<file path="config.mk">
export PLATFORM = sky130hd
export DESIGN_NAME = mcpu_ctrl_ws
export DESIGN_NICKNAME = d
export VERILOG_FILES = /design/src/rtl/mcpu_ctrl_ws.sv
export SDC_FILE = /design/constraint.sdc
export NUM_CORES = 1
export LEC_CHECK = 0
export CORE_MARGIN = 2
export CORE_UTILIZATION = 31
export CTS_CLUSTER_DIAMETER = 120
export DETAILED_ROUTE_END_ITERATION = 16
export HOLD_SLACK_MARGIN = 0.02
export SYNTH_ARGS = -nofsm -noshare
export SYNTH_HDL_FRONTEND = slang
export SYNTH_SLANG_ARGS = --single-unit
</file>
<file path="constraint.sdc">
create_clock -name clk -period 3.01 [get_ports clk]
set_input_delay 0.4515 -clock clk [delete_from_list [all_inputs] [get_ports clk]]
set_output_delay 0.4515 -clock clk [all_outputs]
set_load 0.005 [all_outputs]
</file>
<file path="src/rtl/mcpu_ctrl_ws.sv">
// mcpu_ctrl_ws: multicycle control unit for the mcpu datapath, with a
// handshake to a variable-latency memory.
//
// Sequences IF/ID/EXE/MEM/WB per opcode. IF and MEM are held until mem_ready
// is seen. The controller traps to ERR on a memory timeout or an illegal
// opcode, and goes to HALT on HALT_OP. It also keeps a saturating count of
// retired instructions.
//
// state | meaning
// ------+-------------------------------------------------------------
// IF    | fetch: request memory, load IR and PC+4 on mem_ready
// ID    | decode: branch target precompute, j completes here
// EXE   | execute: ALU op per opcode, beq completes here
// MEM   | lw/sw memory access, held until mem_ready
// WB    | register write-back
// HALT  | end of program, absorbing until Reset
// ERR   | timeout or illegal opcode, absorbing until Reset
//
// Ports:
//   clk, Reset              clock, asynchronous active-high reset
//   opcode, zero, mem_ready IR[31:26], ALU zero flag, memory completion
//   state_out               current state code (IF=0 .. ERR=6)
//   mem_req, mem_we         memory request / write enable
//   ir_write, pc_write, reg_write, reg_dst, mem_to_reg  datapath strobes
//   pc_src, alu_src_b, alu_op                           datapath selects
//   halted, fault           high in HALT / ERR
//   retired                 saturating retired-instruction count
module mcpu_ctrl_ws #(
  parameter int          CNT_W   = 32,
  parameter int          TIMEOUT = 15,
  parameter logic [5:0]  HALT_OP = 6'b111111
) (
  input  logic             clk,
  input  logic             Reset,
  input  logic [5:0]       opcode,
  input  logic             zero,
  input  logic             mem_ready,
  output logic [2:0]       state_out,
  output logic             mem_req,
  output logic             mem_we,
  output logic             ir_write,
  output logic             pc_write,
  output logic             reg_write,
  output logic             reg_dst,
  output logic             mem_to_reg,
  output logic [1:0]       pc_src,
  output logic [1:0]       alu_src_b,
  output logic [1:0]       alu_op,
  output logic             halted,
  output logic             fault,
  output logic [CNT_W-1:0] retired
);

  localparam logic [5:0] OP_R    = 6'b000000;
  localparam logic [5:0] OP_ADDI = 6'b001000;
  localparam logic [5:0] OP_LW   = 6'b100011;
  localparam logic [5:0] OP_SW   = 6'b101011;
  localparam logic [5:0] OP_BEQ  = 6'b000100;
  localparam logic [5:0] OP_J    = 6'b000010;

  // Wide enough to hold TIMEOUT itself; with the timeout disabled the
  // counter is irrelevant and one bit is kept to stay legal.
  localparam int WAIT_W = (TIMEOUT < 1) ? 1 : $clog2(TIMEOUT + 1);
  localparam logic [WAIT_W-1:0] TIMEOUT_W = WAIT_W'(TIMEOUT);

  typedef enum logic [2:0] {
    S_IF   = 3'd0,
    S_ID   = 3'd1,
    S_EXE  = 3'd2,
    S_MEM  = 3'd3,
    S_WB   = 3'd4,
    S_HALT = 3'd5,
    S_ERR  = 3'd6
  } state_t;

  state_t            state, next_state;
  logic [WAIT_W-1:0] wait_cnt;
  logic              retire;
  logic              timeout_hit;
  logic              op_to_exe;

  // mem_ready wins over the limit: this is only consulted when ready is low.
  assign timeout_hit = (TIMEOUT != 0) && (wait_cnt == TIMEOUT_W);
  assign op_to_exe   = (opcode == OP_R)  || (opcode == OP_ADDI) ||
                       (opcode == OP_LW) || (opcode == OP_SW)   ||
                       (opcode == OP_BEQ);
  assign state_out   = state;

  always_ff @(posedge clk or posedge Reset) begin
    if (Reset) begin
      state    <= S_IF;
      wait_cnt <= '0;
      retired  <= '0;
    end else begin
      state <= next_state;
      if ((next_state != state) || mem_ready)
        wait_cnt <= '0;
      else if (((state == S_IF) || (state == S_MEM)) && (wait_cnt != '1))
        wait_cnt <= wait_cnt + 1'b1;
      if (retire && (retired != '1))
        retired <= retired + 1'b1;
    end
  end

  always_comb begin
    next_state = state;
    mem_req    = 1'b0;
    mem_we     = 1'b0;
    ir_write   = 1'b0;
    pc_write   = 1'b0;
    reg_write  = 1'b0;
    reg_dst    = 1'b0;
    mem_to_reg = 1'b0;
    pc_src     = 2'd0;
    alu_src_b  = 2'd0;
    alu_op     = 2'b00;
    halted     = 1'b0;
    fault      = 1'b0;
    retire     = 1'b0;
    case (state)
      S_IF: begin
        mem_req   = 1'b1;
        alu_src_b = 2'd1;
        if (mem_ready) begin
          ir_write   = 1'b1;
          pc_write   = 1'b1;
          next_state = S_ID;
        end else if (timeout_hit) begin
          next_state = S_ERR;
        end
      end
      S_ID: begin
        alu_src_b = 2'd3;
        if (opcode == HALT_OP) begin
          next_state = S_HALT;
        end else if (opcode == OP_J) begin
          pc_write   = 1'b1;
          pc_src     = 2'd2;
          retire     = 1'b1;
          next_state = S_IF;
        end else if (op_to_exe) begin
          next_state = S_EXE;
        end else begin
          next_state = S_ERR;
        end
      end
      S_EXE: begin
        case (opcode)
          OP_R: begin
            alu_op     = 2'b10;
            next_state = S_WB;
          end
          OP_ADDI: begin
            alu_src_b  = 2'd2;
            next_state = S_WB;
          end
          OP_LW, OP_SW: begin
            alu_src_b  = 2'd2;
            next_state = S_MEM;
          end
          OP_BEQ: begin
            alu_op     = 2'b01;
            pc_src     = 2'd1;
            pc_write   = zero;
            retire     = 1'b1;
            next_state = S_IF;
          end
          default: next_state = S_ERR;
        endcase
      end
      S_MEM: begin
        mem_req = 1'b1;
        mem_we  = (opcode == OP_SW);
        if (mem_ready) begin
          if (opcode == OP_SW) begin
            retire     = 1'b1;
            next_state = S_IF;
          end else begin
            next_state = S_WB;
          end
        end else if (timeout_hit) begin
          next_state = S_ERR;
        end
      end
      S_WB: begin
        reg_write  = 1'b1;
        reg_dst    = (opcode == OP_R);
        mem_to_reg = (opcode == OP_LW);
        retire     = 1'b1;
        next_state = S_IF;
      end
      S_HALT: halted = 1'b1;
      S_ERR:  fault  = 1'b1;
      default: next_state = S_ERR;
    endcase
  end

endmodule

</file>
# == After elaboration in Yosys (flattened, before gate mapping) ==
# Cells that the tools add are included.
# classes
n_mux,36
n_addsub,2
eq_ne,16
n_reduce_logical,16
# ops
cell,count
$add A32 B1 Y32 const B,1
$ne A32 B32 Y1 const B,1
$mux W3,7
$eq A6 B6 Y1 const B,3
$pmux W3 S6,1
$mux W1,16
$eq A3 B3 Y1 const B,3
$pmux W3 S3,1
$mux W2,4
$mux W4,2
$pmux W2 S2,2
$reduce_or A2 Y1,4
$eq A3 B2 Y1 const B,2
$eq A6 B2 Y1 const B,1
$eq A6 B3 Y1 const B,1
$eq A6 B4 Y1 const B,1
$logic_not A6 Y1,1
$logic_or A1 B1 Y1,6
$pmux W2 S3,1
$add A4 B1 Y4 const B,1
$eq A4 B4 Y1 const B,1
$ne A4 B4 Y1 const B,1
$pmux W1 S4,1
$eq A3 B1 Y1 const B,1
6 further kinds,7
# word_totals
register_bits,39
inputBits,10
out_inout_bits,50
elab_cells,73

# == Logic depth before layout (Yosys ltp) ==
# Gate-level depths: netlist of run 1.
# depth
depth_word,12
depth_mapped,9
mapped_depth_nobuf,7

# == Worst setup path before layout of run 1 ==
# Ideal clock, no wire load.
# synth_timing
path_kind,in2reg
startpoint,input port opcode[4]
endpoint,register retired[12]
required_time_ns,2.885
setup_slack_ns,0.690
path_stages,8
arrival_time_ns,2.195
setup_ns,0.125
n_path_buf,2
path_cell_list,buf_6 -> or4_1 -> buf_2 -> nor3_4 -> a211o_4 -> o311a_4 -> or3b_1 -> xnor2_1
# synth_via
elab_chain_len,5
word_cells_on_any_way,11
classes_between,eq/ne: 4; mux: 6; reduce/logical: 1
# synth_rtl
element,line,text
start: declaration,35,"input logic [5:0] opcode,"
$eq A6 B6 Y1 or $eq A6 B2 Y1 (tied branches),"175, 136",
$mux W1 (on tied branches),"175, 136",
$mux W1 (on tied branches),"174, 134",
$pmux W1 S4 *,120,case (state)
$logic_and A1 B1 Y1 *,100,if (retire && (retired != '1))
end signal: assignment,101,retired <= retired + 1'b1;
end: declaration,51,output logic [CNT_W-1:0] retired
# Mark *: on every way between the ends. The rest lies on a longest branch, timed or not.
# A chain may end at the register's enable or synchronous reset.

# == Worst setup path in the final report of run 1 ==
# layout_timing
startpoint,input port opcode[4]
endpoint,output port alu_src_b[1]
# layout_via
elab_chain_len,4
word_cells_on_any_way,6
classes_between,eq/ne: 3; mux: 2; reduce/logical: 1
# layout_rtl
element,line,text
$eq A6 B4 Y1 or $eq A6 B6 Y1 (tied branches),148,case (opcode)
$reduce_or A3 Y1 (no line) *,--,
$mux W2 *,148,
$pmux W2 S3 *,120,
end: declaration,47,"output logic [1:0] alu_src_b,"
# Marks and branches as above.

==> reports/qor.yml, run 1 <==
outcome: "finished, final reports clean"
cp.arrival_ps: 2450
drt_pass1_iterations: 4
hold_viol: 0
path_clk_slew_ps: 80
p_per_area_nw_per_um2: 589
synth_warnings: 0
cts_buffers: 5
initial_core_util_pct: 32.1
dieWidth_um: 90.7
cts.sinks: 39
hp-start: "retired[5]"
post-route-period-util_pct: 96.2
yosys_most_used_dff: "dfrtp_1"
fmax_ghz: 0.345
root_buffer: "clkbuf_8"
grt_pass1_wl_um: 9750
dieArea_um2: 8220
ys_seq_elements: 39
clockBufferDepth: 2
die-height_um: 90.7
reg2reg_to: "retired[12]"
crit_path_max_fanout: 3
synth.cell_area_um2: 2330
fin_nets: 328
synth_top_area_share_pct: 41.9
synth_top_area_cell: "dfrtp_1"
hold_path_end: "retired[5]"
ys_seq_area_share_pct: 41.9
max-cap-violations: 0
synthTopCellsByCount: "dfrtp_1, xnor2_1, nor2_1"
reg2reg_slack_ps: 520
cpPeakStageDelay_ps: 520
grt_start_max_net_pins: 40
routed_via_density: 5.01
fin_crit_ps: 2900
drcViolationCount: 0
multi_input_area_um2: 1270
register_area_um2: 976
synth_cell_type_count: 49
num-fill-cells: 726
final-instance-count-excl-fill: 416
async_reset_ff_share_pct: 100
cpMaxStageDelayCell: "or4_1"
reg2reg_from: "state_out[1]"
drt_first_iter_violations: 48
synth_cells: 250
htreeDepth: 2
p_leak_nw: 1.25
endpoint_kind: "primary output"
areaGrowthSynthToFinish_pct: 37.3
synth-edff-count: 0
insertion_delay_ps: 290
crit_path_start_kind: "primary input"
synth_nets: 262
critPathLaunch: "opcode[4]"
vdd_drop_max_mv: 0.456
grt.total_usage_pct: 14.2
place_inst: 408
diodes: 0
tightest_slew_ps: 605
io_pins: 60
hold_slack_ps: 502
fin_setup_tns_ps: 0
synth_most_common_cell: "dfrtp_1"
ant_nets: 0
cts_setup_buffers: 0
setup_viol: 0
postSynthAreaPerCell_um2: 9.31
critical_path_class: "in2out"
grt_antenna_before_repair: 0
crit_chain: "clkdlybuf4s50_1, or4_1, nor3b_1, o21ai_0, a21oi_1, clkdlybuf4s50_1"
fin_skew_ps: 4.74
vias: 2084
globalplace.congestion: 0.836
dp_hpwl_um: 4210
reg2reg_depth: 6
grt_pass1_vias: 2007
required_ps: 2560
hold_path.class: "reg2reg"
rows: 31
cp_common_cell: "clkdlybuf4s50_1"
relSlewSlack_pct: 59.3
grt_overflow_total: 0
cts_tree: "done"
finalMaxSlewViolations: 0
drt_wl_total_um: 5780
coreArea_um2: 7250
yosys-top-cells-area: "dfrtp_1, xnor2_1, nand4_1, nand3_1, nor2_1"
drive_above_1_share_pct: 8.83
io_buffers: 59
wire_per_inst_um: 13.9
whs_path_depth: 1
power_mw: 1.88
-- registers in the layout, summed over array words and instances (netlist names) --
signal / flops
retired: 32
state_out: 3
wait_cnt: 4
-- power breakdown --
part / internal, mW / switching, mW / leakage, nW / total, mW
clock: 0.268 / 0.179 / 0.0612 / 0.447
combinational: 0.393 / 0.354 / 0.663 / 0.748
sequential: 0.588 / 0.101 / 0.524 / 0.689
total: 1.25 / 0.635 / 1.25 / 1.88
-- metal layers --
layer  track usage [%]  up-vias  part of all wire [%]
li1                  -     1031                     -
met1              19.1      980                    47
met2              22.5       66                    45
met3              4.09        7                   7.0
met4              3.97        0                   1.3
met5                 0        -                     0
-- layout make-up --
cell class              instances  share of cell area (%)
flip-flops and latches         39                    30.5
clock inverters                 2                    1.10
clock buffers                   6                    2.58
multi-input cells             192                    39.8
well taps                      99                    3.87
inverters                       7                   0.822
repair buffers                 71                    21.3
-- placed cells by master, fill, tap and decap left out, types with 2 or more instances in the layout --
master           netlist  layout
o21ai_0                8       8
or3_1                  3       3
mux2i_1                2       2
a211o_1                2       2
inv_1                  7       7
clkbuf_8               0       6
and3_1                 4       4
xnor2_1               29      29
nor4_1                 4       4
nor2b_1                4       4
nand2_1               20      20
xor2_1                 4       4
nand2b_1               4       4
or4_1                  2       2
buf_4                  1      12
and2_1                 3       3
dfrtp_1               39      39
nand3_1               16      16
nand4b_1               6       6
o22ai_1                2       2
nor3b_1                3       3
nand4_1               15      15
nor2_1                21      21
clkdlybuf4s50_1        0      59
a21oi_1                4       4
ha_1                   2       2
and4_1                 3       3
nor3_1                11      11
-- worst max path at each step --
stage / end
2_1_floorplan: retired[12]
3_3_place_gp: pc_write
3_5_place_dp: pc_write
4_1_cts: pc_write
5_1_grt: alu_src_b[1]
6_report: alu_src_b[1]
-- cells by family (layout without fill, tap and decap cells) --
| logic type | after synthesis | in the layout | synth area share [%] |
|---|---|---|---|
| XOR/XNOR | 33 | 33 | 12.4 |
| multiplexers | 3 | 3 | 1.34 |
| AND/OR/NAND/NOR | 126 | 126 | 30.4 |
| buffers and inverters | 19 | 86 | 3.65 |
| AO/OA/AOI/OAI | 27 | 27 | 8.76 |
| flip-flops | 39 | 39 | 41.9 |
| adder cells (fa/ha/maj) | 3 | 3 | 1.50 |
-- repair_timing --
| item | in CTS | in global routing |
|---|---|---|
| hold buffers | 0 | 0 |
| setup endpoints to repair | 0 | 1 |
| hold endpoints to repair | 0 | 0 |
| resized for setup | 0 | 1 |
-- through the flow --
step / instance area (µm²) / util, % / worst slack [ps]
floorplan: 2330 / - / 690
global placement: 3070 / 42.4 / 79.5
detailed placement: 3070 / 42.4 / 72.4
CTS: 3190 / 44.0 / 69.3
global route: 3200 / 44.1 / -12.5
finish: 3200 / 44.1 / 113
-- worst max-delay path, delay by kind of cell --
family	cells	cell delay, ps
AOI/OAI and AO/OA	2	260
and+or+nand+nor	2	750
buffers and inverters	2	980
No activity file was read; power rests on OpenSTA's default activity.
==> inputs of run 2 (changes only) <==
==> constraint.sdc (replaced) <==
create_clock -name clk -period 2.4 [get_ports clk]
set_input_delay 0.36 -clock clk [delete_from_list [all_inputs] [get_ports clk]]
set_output_delay 0.36 -clock clk [all_outputs]
set_load 0.005 [all_outputs]
==> reports/qor.yml, run 2 (synthesis gave the netlist of run 1 again) <==
outcome: "finished, final reports clean"
clockBufferDepth: 2  # unchanged
routed_via_density: 4.94  # -1.3%
die-height_um: 90.7  # unchanged
rows: 31  # unchanged
postLayoutCellArea_um2: 3530  # +10%
diodes: 0  # unchanged
cts.sinks: 39  # unchanged
grt_start_max_net_pins: 40  # unchanged
grt_antenna_before_repair: 0  # unchanged
ctsHoldBuffers: 0  # unchanged
drt_pass1_iterations: 4  # unchanged
reg2reg_to: "retired[12]"
grt_overflow_total: 0  # unchanged
dieWidth_um: 90.7  # unchanged
grt_pass1_vias: 2264  # +13%
reg2reg_slack_ps: 130  # -390 ps
fin_nets: 362  # +10%
globalplace.congestion: 0.808  # -3.4%
setup_viol: 0  # unchanged
finalMaxSlewViolations: 0  # unchanged
drcViolationCount: 0  # unchanged
drt_wl_total_um: 6270  # +8.4%
crit_path_max_fanout: 4  # +1
fin_crit_ps: 2360
grt_pass1_wl_um: 10900  # +11%
regMostFlops: "retired"
endpoint_kind: "primary output"
cts_tree: "done"
drt_first_iter_violations: 36  # -25%
fin_skew_ps: 9.73  # +4.99 ps
p_per_area_nw_per_um2: 746  # +27%
vdd_drop_max_mv: 0.570  # +25%
required_ps: 2040  # -520 ps
power_mw: 2.64  # +40%
reg2reg_from: "state_out[2]"
hold_path.class: "in2async"
grt.met2_usage_pct: 26.7  # +4.2 points
final_common_cell: "clkdlybuf4s50_1"
layout_common_cells: "clkdlybuf4s50_1, buf_4, dfrtp_1"
insertion_delay_ps: 300  # about the same
initial_core_util_pct: 32.1  # unchanged
place_inst: 433  # +6.1%
fin_setup_tns_ps: 0  # unchanged
wire_per_inst_um: 13.9  # +0.21%
root_buffer: "clkbuf_8"
grt_use_met1_pct: 20.8  # +1.8 points
hold_viol: 0  # unchanged
areaGrowthSynthToFinish_pct: 51.7
htreeDepth: 2  # unchanged
largest_reg_flops: 32  # unchanged
grt_util_met3_pct: 3.59  # -0.50 points
tightest_slew_ps: 578  # -27.0 ps
dieArea_um2: 8220  # unchanged
postPlaceCellArea_um2: 3270  # +6.5%
max-cap-violations: 0  # unchanged
path_clk_slew_ps: 80  # about the same
dp_hpwl_um: 4560  # +8.2%
coreArea_um2: 7250  # unchanged
p_leak_nw: 1.48  # +19%
crit_path_start_kind: "primary input"
reg2reg_depth: 9  # +3
relSlewSlack_pct: 61.2  # +1.9 points
critical_path_class: "in2out"
post-route-util_pct: 48.7  # +4.6 points
vias: 2225  # +6.8%
io_pins: 60  # unchanged
post-route-period-util_pct: 98.4
fmax_ghz: 0.423
drive_above_1_share_pct: 21.4  # +13 points
grt.total_usage_pct: 16.0  # +1.8 points
ant_nets: 0  # unchanged
final-instance-count-excl-fill: 450  # +8.2%
cp.arrival_ps: 2000  # -450 ps
grt-busiest-layer: "met2"
io_buffers: 59  # unchanged
cts_buffers: 5  # unchanged
## run 2: cell types whose count changed in the layout (fill, tap and decap cells not counted), sizes merged, moves of 2 or more
cell,previous run,this run
buf,12,46
clkdlybuf4s50,59,48
dlygate4sd2,0,7
dlymetal6s2s,0,2
## run 2: timing repair
action,in CTS,in global routing
gates cloned,0,0
resized for setup,19,11
endpoints found under the setup margin,15,12
buffers inserted,5,4
pin swaps,3,5
## run 2: area by class of cell
type	instances	area, µm²
clock buffers	5	68.8
clock inverters	3	67.6
fillers	733	3720
inverters	7	26.3
multi-input cells	192	1320
flip-flops and latches	39	976
well taps	99	124
repair buffers	105	947
## run 2: critical path: stages
cell and delay, ps:
dlygate4sd2_1 260, or4_4 500, buf_6 140, nor3_4 140, buf_6 120, clkdlybuf4s50_1 480
## run 2: worst max-delay path by stage
| stage | start | to | slack, ps | cells past startpoint |
|---|---|---|---|---|
| after global placement | opcode[1] | pc_write | -310 | 6 |
| after CTS | opcode[5] | pc_write | -20 | 6 |
| after floorplan | opcode[4] | retired[12] | 170 | 8 |
| final | opcode[4] | alu_op[0] | 40 | 6 |
| after global routing | opcode[4] | retired[12] | -10 | 11 |
| after detailed placement | opcode[1] | pc_write | -340 | 6 |
## run 2: per-stage QoR
stage	setup WS (ps)	hold WS (ps)
3_3_place_gp	-311	478
3_5_place_dp	-339	485
4_1_cts	-15.8	504
6_report	38.2	493
2_1_floorplan	172	478
5_1_grt	-12.1	529
## run 2: where the power goes
part / switching, mW / leakage [nW] / total, mW / internal, mW
sequential: 0.0828 / 0.524 / 0.821 / 0.738
combinational: 0.549 / 0.894 / 1.16 / 0.611
clock: 0.240 / 0.0644 / 0.655 / 0.415
## run 2: routing by layer
metal	wire [µm]	up-vias
li1	-	1101
met1	2930	1060
met2	2940	57
met3	310	7
met4	93	0
met5	0	-
